==> src/rtl/velocity_ramp_generator.sv <==
// Acceleration limiter for body velocity commands: captures vx/vy/wz and slews each
// sign-magnitude output toward its command by at most one step per ramp tick.
module velocity_ramp_generator #(
    parameter int N_WIDTH  = 17,
    parameter int Q_WIDTH  = 8,
    parameter int TICK_DIV = 50000,
    parameter int STEP_V   = 64,
    parameter int STEP_W   = 16
) (
    input  logic               VELOCITY_RAMP_CLOCK_50,
    input  logic               VELOCITY_RAMP_RESET_InLow,
    input  logic [N_WIDTH-1:0] VELOCITY_RAMP_CMDVX_InBus,
    input  logic [N_WIDTH-1:0] VELOCITY_RAMP_CMDVY_InBus,
    input  logic [N_WIDTH-1:0] VELOCITY_RAMP_CMDWZ_InBus,
    input  logic               VELOCITY_RAMP_CMDVALID_InHigh,
    input  logic               VELOCITY_RAMP_STOP_InHigh,
    output logic [N_WIDTH-1:0] VELOCITY_RAMP_TARGETVX_OutBus,
    output logic [N_WIDTH-1:0] VELOCITY_RAMP_TARGETVY_OutBus,
    output logic [N_WIDTH-1:0] VELOCITY_RAMP_TARGETWZ_OutBus,
    output logic               VELOCITY_RAMP_SETTLED_OutHigh,
    output logic               VELOCITY_RAMP_UPDATE_OutHigh
);

    localparam int CNT_W = (TICK_DIV > 2) ? $clog2(TICK_DIV) : 1;
    localparam logic [CNT_W-1:0]   CNT_LAST = CNT_W'(TICK_DIV - 1);
    localparam logic [CNT_W-1:0]   CNT_ONE  = CNT_W'(1);
    localparam logic [N_WIDTH:0]   TC_ONE   = (N_WIDTH+1)'(1);
    localparam logic [N_WIDTH:0]   STEP_V_TC = (N_WIDTH+1)'(STEP_V);
    localparam logic [N_WIDTH:0]   STEP_W_TC = (N_WIDTH+1)'(STEP_W);
    localparam logic [N_WIDTH-1:0] SM_ZERO  = {N_WIDTH{1'b0}};

    if (TICK_DIV < 2 || Q_WIDTH >= N_WIDTH) begin : g_bad_params
        $error("velocity_ramp_generator: invalid TICK_DIV or Q_WIDTH");
    end

    typedef enum logic [0:0] {ST_IDLE = 1'b0, ST_RAMP = 1'b1} state_e;

    function automatic logic [N_WIDTH:0] sm_to_tc(input logic [N_WIDTH-1:0] sm);
        logic [N_WIDTH:0] mag;
        mag = {2'b00, sm[N_WIDTH-2:0]};
        if (sm[N_WIDTH-1]) return ~mag + TC_ONE;
        else               return mag;
    endfunction

    // Zero always comes back as +0 because a zero result has a clear sign bit.
    function automatic logic [N_WIDTH-1:0] tc_to_sm(input logic [N_WIDTH:0] tc);
        logic [N_WIDTH:0]   mag;
        logic [N_WIDTH-1:0] res;
        if (tc[N_WIDTH]) mag = ~tc + TC_ONE;
        else             mag = tc;
        res = N_WIDTH'(mag);
        res[N_WIDTH-1] = tc[N_WIDTH];
        return res;
    endfunction

    function automatic logic [N_WIDTH-1:0] norm_sm(input logic [N_WIDTH-1:0] sm);
        if (sm[N_WIDTH-2:0] == {(N_WIDTH-1){1'b0}}) return SM_ZERO;
        else                                         return sm;
    endfunction

    function automatic logic [N_WIDTH-1:0] step_axis(input logic [N_WIDTH-1:0] out_sm,
                                                     input logic [N_WIDTH-1:0] cmd_sm,
                                                     input logic [N_WIDTH:0]   step);
        logic [N_WIDTH:0] o_tc, c_tc, diff, adiff, res;
        o_tc  = sm_to_tc(out_sm);
        c_tc  = sm_to_tc(cmd_sm);
        diff  = c_tc - o_tc;
        adiff = diff[N_WIDTH] ? (~diff + TC_ONE) : diff;
        if (adiff <= step)     res = c_tc;
        else if (diff[N_WIDTH]) res = o_tc - step;
        else                    res = o_tc + step;
        return tc_to_sm(res);
    endfunction

    state_e             state_q, state_d;
    logic [CNT_W-1:0]   cnt_q, cnt_d;
    logic [N_WIDTH-1:0] cmd_vx_q, cmd_vx_d, cmd_vy_q, cmd_vy_d, cmd_wz_q, cmd_wz_d;
    logic [N_WIDTH-1:0] out_vx_q, out_vx_d, out_vy_q, out_vy_d, out_wz_q, out_wz_d;
    logic               update_q, update_d;
    logic               settled_q, settled_d;

    // Next-state logic: command capture, tick counting and per-axis stepping.
    always_comb begin
        state_d  = state_q;
        cnt_d    = cnt_q;
        cmd_vx_d = cmd_vx_q;
        cmd_vy_d = cmd_vy_q;
        cmd_wz_d = cmd_wz_q;
        out_vx_d = out_vx_q;
        out_vy_d = out_vy_q;
        out_wz_d = out_wz_q;
        update_d = 1'b0;

        if (VELOCITY_RAMP_STOP_InHigh) begin
            cmd_vx_d = SM_ZERO;
            cmd_vy_d = SM_ZERO;
            cmd_wz_d = SM_ZERO;
        end else if (VELOCITY_RAMP_CMDVALID_InHigh) begin
            cmd_vx_d = norm_sm(VELOCITY_RAMP_CMDVX_InBus);
            cmd_vy_d = norm_sm(VELOCITY_RAMP_CMDVY_InBus);
            cmd_wz_d = norm_sm(VELOCITY_RAMP_CMDWZ_InBus);
        end else begin
            cmd_vx_d = cmd_vx_q;
        end

        case (state_q)
            ST_IDLE: begin
                cnt_d = {CNT_W{1'b0}};
                if (cmd_vx_q != out_vx_q || cmd_vy_q != out_vy_q || cmd_wz_q != out_wz_q)
                    state_d = ST_RAMP;
                else
                    state_d = ST_IDLE;
            end
            ST_RAMP: begin
                if (cnt_q == CNT_LAST) begin
                    cnt_d    = {CNT_W{1'b0}};
                    out_vx_d = step_axis(out_vx_q, cmd_vx_q, STEP_V_TC);
                    out_vy_d = step_axis(out_vy_q, cmd_vy_q, STEP_V_TC);
                    out_wz_d = step_axis(out_wz_q, cmd_wz_q, STEP_W_TC);
                    update_d = 1'b1;
                    if (out_vx_d == cmd_vx_q && out_vy_d == cmd_vy_q && out_wz_d == cmd_wz_q)
                        state_d = ST_IDLE;
                    else
                        state_d = ST_RAMP;
                end else begin
                    cnt_d = cnt_q + CNT_ONE;
                end
            end
            default: begin
                state_d = ST_IDLE;
                cnt_d   = {CNT_W{1'b0}};
            end
        endcase

        settled_d = (state_d == ST_IDLE);
    end

    // State, command and output registers with asynchronous clear.
    always_ff @(posedge VELOCITY_RAMP_CLOCK_50 or negedge VELOCITY_RAMP_RESET_InLow) begin
        if (!VELOCITY_RAMP_RESET_InLow) begin
            state_q   <= ST_IDLE;
            cnt_q     <= {CNT_W{1'b0}};
            cmd_vx_q  <= SM_ZERO;
            cmd_vy_q  <= SM_ZERO;
            cmd_wz_q  <= SM_ZERO;
            out_vx_q  <= SM_ZERO;
            out_vy_q  <= SM_ZERO;
            out_wz_q  <= SM_ZERO;
            update_q  <= 1'b0;
            settled_q <= 1'b1;
        end else begin
            state_q   <= state_d;
            cnt_q     <= cnt_d;
            cmd_vx_q  <= cmd_vx_d;
            cmd_vy_q  <= cmd_vy_d;
            cmd_wz_q  <= cmd_wz_d;
            out_vx_q  <= out_vx_d;
            out_vy_q  <= out_vy_d;
            out_wz_q  <= out_wz_d;
            update_q  <= update_d;
            settled_q <= settled_d;
        end
    end

    assign VELOCITY_RAMP_TARGETVX_OutBus = out_vx_q;
    assign VELOCITY_RAMP_TARGETVY_OutBus = out_vy_q;
    assign VELOCITY_RAMP_TARGETWZ_OutBus = out_wz_q;
    assign VELOCITY_RAMP_SETTLED_OutHigh = settled_q;
    assign VELOCITY_RAMP_UPDATE_OutHigh  = update_q;

endmodule

==> config.mk <==
export PLATFORM = sky130hd
export DESIGN_NAME = velocity_ramp_generator
export DESIGN_NICKNAME = d
export VERILOG_FILES = /design/src/rtl/velocity_ramp_generator.sv
export SDC_FILE = /design/constraint.sdc
export NUM_CORES = 1
export LEC_CHECK = 0
export BUFFER_PORTS_ARGS = -buffer_cell sky130_fd_sc_hd__buf_2
export CAP_MARGIN = 30
export CORE_MARGIN = 3
export CORE_UTILIZATION = 50
export DETAILED_ROUTE_END_ITERATION = 16
export PLACE_DENSITY = 0.67
export SYNTH_ARGS = -nofsm -noshare
export SYNTH_HDL_FRONTEND = slang
export SYNTH_SLANG_ARGS = --single-unit
==> constraint.sdc <==
create_clock -name VELOCITY_RAMP_CLOCK_50 -period 11 [get_ports VELOCITY_RAMP_CLOCK_50]
set_input_delay 1.1 -clock VELOCITY_RAMP_CLOCK_50 [delete_from_list [all_inputs] [get_ports VELOCITY_RAMP_CLOCK_50]]
set_output_delay 1.1 -clock VELOCITY_RAMP_CLOCK_50 [all_outputs]
set_load 0.01 [all_outputs]
==> metrics.txt <==
# TYPE chip_impl_metric gauge
chip_impl_metric{name="m1WireLength",unit="mm"} 29.6
chip_impl_info{name="worstHoldPathType",value="reg2reg"} 1
chip_impl_metric{name="dr_wl_met2",unit="mm"} 30.3
chip_impl_metric{name="post-synth-top-area-fraction",unit=""} 0.160
chip_impl_metric{name="design.die.area",unit="mm²"} 0.0399
chip_impl_metric{name="timing.critical_path.fanout_max",unit=""} 23
chip_impl_info{name="rsz0062_at_grt",value="false"} 1
chip_impl_metric{name="max_slew.worst_pin.slew",unit="ns"} 1.03
chip_impl_metric{name="worst_ep_required_time",unit="ns"} 11.33
chip_impl_metric{name="syn_area",unit="mm²"} 0.0188
chip_impl_metric{name="wl_per_cell",unit="µm"} 23.0
chip_impl_metric{name="syn-num-nets",unit=""} 2594
chip_impl_metric{name="area_growth",unit="%"} 7.36
chip_impl_metric{name="design.portCount",unit=""} 108
chip_impl_metric{name="period_needed",unit="ns"} 9.89
chip_impl_metric{name="clock.fmax",unit="GHz"} 0.101
chip_impl_metric{name="crit_buf_inv",unit=""} 3
chip_impl_info{name="rr_endpoint",value="state_q$_DFF_PN0_"} 1
chip_impl_metric{name="yosys_register_bits",unit=""} 121
chip_impl_metric{name="clk_latency",unit="ns"} 0.44
chip_impl_info{name="worst_setup_path_endpoint",value="state_q$_DFF_PN0_"} 1
chip_impl_metric{name="final_area",unit="mm²"} 0.0201
chip_impl_info{name="synth_top_family_by_area",value="simple AND/OR/NAND/NOR gates"} 1
chip_impl_metric{name="nets",unit=""} 2604
chip_impl_metric{name="worst-path-stages",unit=""} 32
chip_impl_metric{name="vias_per_cell",unit=""} 6.59
chip_impl_info{name="tritoncts",value="built"} 1
chip_impl_info{name="critical-path-slowest-cell",value="nor2b_1"} 1
chip_impl_metric{name="synth-compound-area-share",unit=""} 0.239
chip_impl_metric{name="met3_routed_wirelength",unit="mm"} 5.88
chip_impl_metric{name="detailed_router_s_first_iteration_violation_count",unit=""} 2021
chip_impl_info{name="mostFrequentLayoutCell",value="xnor2_1"} 1
chip_impl_metric{name="vias",unit=""} 19500
chip_impl_metric{name="cts_setup_buffers",unit=""} 0
chip_impl_metric{name="timing_max_transition_violations_final",unit=""} 0
chip_impl_info{name="outcome",value="finished, final reports clean"} 1
chip_impl_info{name="ranking_of_synthesized_cells_by_area",value="dfrtp_1 16%, xnor2_1 12%, mux2i_1 4.9%"} 1
chip_impl_metric{name="asyncSetResetFlopFracSynth",unit=""} 1.00
chip_impl_metric{name="worst_ir_drop_vdd",unit="mV"} 0.133
chip_impl_metric{name="worst_slew_margin_rel",unit=""} 0.308
chip_impl_metric{name="dpl_cell_area",unit="mm²"} 0.0195
chip_impl_metric{name="setup_viol",unit=""} 0
chip_impl_metric{name="synth_xor_xnor_area_share",unit=""} 0.166
chip_impl_metric{name="timing.max_cap.violations",unit=""} 0
chip_impl_metric{name="portBuffers",unit=""} 107
chip_impl_info{name="clk_root_buffer_cell",value="clkbuf_16"} 1
chip_impl_metric{name="layout-drive-gt1-share",unit=""} 0.112
chip_impl_info{name="worst_setup_path_start_kind",value="flop"} 1
chip_impl_metric{name="core_area",unit="mm²"} 0.0368
chip_impl_info{name="critical_path.reg2reg.startpoint",value="cmd_vy_q[1]$_DFFE_PN0P_"} 1
chip_impl_metric{name="synth_adder_area_share",unit=""} 0.0585
chip_impl_metric{name="worstRegToRegCells",unit=""} 32
chip_impl_metric{name="postSynthCellCount",unit=""} 2467
chip_impl_metric{name="hold_crit_depth",unit=""} 1
chip_impl_metric{name="clk_pin_slew_worst_paths",unit="ns"} 0.07
chip_impl_metric{name="final.setup_skew",unit="ns"} 0.0179
chip_impl_metric{name="rrSetupSlack",unit="ns"} 1.11
chip_impl_metric{name="synth_cell_types",unit=""} 119
chip_impl_metric{name="place_hpwl",unit="mm"} 53.7
chip_impl_metric{name="postCtsResizedCells",unit=""} 0
chip_impl_info{name="timing.critical_path.to_type",value="flop"} 1
chip_impl_metric{name="drt-pass1-iter-count",unit=""} 6
chip_impl_metric{name="setup_tns",unit="ns"} 0
chip_impl_metric{name="h-tree-depth",unit=""} 4
chip_impl_info{name="topRoutingLayerUsed",value="met5"} 1
chip_impl_metric{name="gr-usage-all-layers",unit=""} 0.332
chip_impl_metric{name="synth_edf_count",unit=""} 0
chip_impl_metric{name="rows",unit=""} 70
chip_impl_metric{name="critPathArrivalTime",unit="ns"} 10.22
chip_impl_metric{name="drc",unit=""} 0
chip_impl_metric{name="gr-total-overflow",unit=""} 0
chip_impl_metric{name="synth_mux_area_frac",unit=""} 0.0646
chip_impl_metric{name="ys_seq_area_frac",unit=""} 0.162
chip_impl_metric{name="post_synth_and_or_nand_nor_area_fraction",unit=""} 0.257
chip_impl_metric{name="layout_worst_path_cycle_share",unit=""} 0.899
chip_impl_metric{name="final-hold-violation-count",unit=""} 0
chip_impl_metric{name="drt_wl_total",unit="mm"} 67.9
chip_impl_info{name="synth.largest_area_cell",value="dfrtp_1"} 1
chip_impl_metric{name="antenna_found_initial",unit=""} 1
chip_impl_metric{name="leakage",unit="µW"} 0.00843
chip_impl_metric{name="grt_pass1_wl",unit="mm"} 104
chip_impl_info{name="primary_flip_flop_cell_chosen_by_synthesis_mapping",value="dfrtp_1"} 1
chip_impl_metric{name="first_global_vias",unit=""} 17900
chip_impl_metric{name="cts.sinks",unit=""} 121
chip_impl_metric{name="chipHeight",unit="µm"} 200
chip_impl_metric{name="floorplan.initialDensity",unit=""} 0.510
chip_impl_metric{name="die_width",unit="µm"} 200
chip_impl_metric{name="yosys_warnings",unit=""} 0
chip_impl_metric{name="numCtsBuffers",unit=""} 17
chip_impl_metric{name="synth_area_per_cell",unit="µm²"} 7.60
chip_impl_info{name="final_cell_mix",value="254 x xnor2_1, 228 x nor2_1, 181 x nand2_1, 144 x o21ai_0, 120 x dfrtp_1"} 1
chip_impl_metric{name="cts_hold_buf",unit=""} 0
chip_impl_metric{name="pin_count_of_the_biggest_net_entering_global_routing",unit=""} 86
chip_impl_metric{name="residual_antenna_violating_net_count_after_detailed_routing",unit=""} 0
chip_impl_metric{name="cp_slowest_stage_delay",unit="ns"} 0.71
chip_impl_info{name="timing.critical_path.max_delay_family",value="compound AO/OA/AOI/OAI gates"} 1
chip_impl_metric{name="finalWeightedCongestion",unit=""} 0.996
chip_impl_metric{name="cts_max_path_buffers",unit=""} 2
chip_impl_metric{name="total_power_per_unit_cell_area",unit="mW/mm²"} 126
chip_impl_info{name="timing.setup.critical_path_class",value="reg2reg"} 1
chip_impl_info{name="crit_path_start",value="cmd_vy_q[1]$_DFFE_PN0P_"} 1
-- how the worst min path moves through the flow --
stage	from	end
2_1_floorplan	cnt_q[0]$_DFF_PN0_	cnt_q[0]$_DFF_PN0_
3_3_place_gp	cnt_q[0]$_DFF_PN0_	cnt_q[0]$_DFF_PN0_
3_5_place_dp	cnt_q[0]$_DFF_PN0_	cnt_q[0]$_DFF_PN0_
4_1_cts	cnt_q[0]$_DFF_PN0_	cnt_q[0]$_DFF_PN0_
5_1_grt	cnt_q[0]$_DFF_PN0_	cnt_q[0]$_DFF_PN0_
6_report	cnt_q[0]$_DFF_PN0_	cnt_q[0]$_DFF_PN0_
-- report_power, final --
group / internal (µW) / switching [µW] / total, µW
Combinational: 535 / 866 / 1400
Sequential: 465 / 51.6 / 517
Clock: 361 / 251 / 612
-- cells in the mapped netlist, types with 17 or more instances --
library cell and number:
o21ai_0 144, nand3_1 66, or4_1 26, o211ai_1 35, nor2b_1 26, xnor2_1 254, nand4_1 49, a21oi_1 111
inv_1 108, clkbuf_1 105, nor2_1 228, nand2b_1 32, or3_1 25, ha_1 69, a31oi_1 25, nand2_1 182
mux2i_1 92, o31ai_1 27, and2_1 29, dfrtp_1 120, a211oi_1 22, xor2_1 75, nor3_1 66, o21a_1 17
and3_1 27, buf_2 18, a21o_1 37, mux2_2 21, nor4_1 48, or2_2 24
-- area by class of cell --
| cell class | count | area [µm²] |
|---|---|---|
| multi-input cells | 2095 | 14800 |
| fillers | 3542 | 16700 |
| diodes | 1 | 2.50 |
| well taps | 468 | 586 |
| clock inverters | 14 | 185 |
| flip-flops and latches | 121 | 3030 |
| clock buffers | 17 | 425 |
| repair buffers | 131 | 732 |
| inverters | 111 | 417 |
-- metrics by stage --
step	hold WS [ns]	setup slack (ns)	std cells	utilization	power, µW
floorplan	0.433	2.97	2467	-	1540
global placement	0.463	1.43	2922	0.530	1860
detailed placement	0.472	1.51	2925	0.530	1880
CTS	0.480	1.45	2956	0.547	2500
global route	0.505	0.576	2957	0.547	2670
finish	0.475	1.11	2958	0.547	2530
-- metal layers --
metal / track usage / up-vias
met5: 0 / -
li1: - / 9109
met2: 0.526 / 913
met4: 0.100 / 2
met1: 0.465 / 9347
met3: 0.0558 / 129
-- registers in the layout, indices dropped and copies added (netlist names) --
register / flops
VELOCITY_RAMP_TARGETWZ_OutBus: 17
VELOCITY_RAMP_TARGETVY_OutBus: 17
cnt_q: 16
cmd_vx_q: 17
state_q: 1
cmd_vy_q: 17
VELOCITY_RAMP_TARGETVX_OutBus: 17
VELOCITY_RAMP_SETTLED_OutHigh: 1
VELOCITY_RAMP_UPDATE_OutHigh: 1
cmd_wz_q: 17
-- cell families after synthesis --
| kind of cell | count (synthesis) |
|---|---|
| fa+ha+maj | 89 |
| flops | 121 |
| xor+xnor | 340 |
| mux | 117 |
| simple gates | 917 |
| buf+inv | 251 |
| compound gates | 632 |
-- worst reg2reg max path: cells and delay by family (launching register included) --
family	cells	cell delay [ns]
XOR/XNOR	2	0.42
AO/OA/AOI/OAI	13	3.48
buffers and inverters	3	0.71
AND/OR/NAND/NOR	10	3.39
flip-flops	1	0.50
multiplexers	1	0.25
adder cells (fa/ha/maj)	3	1.05
(Power assumes the default switching activity.)
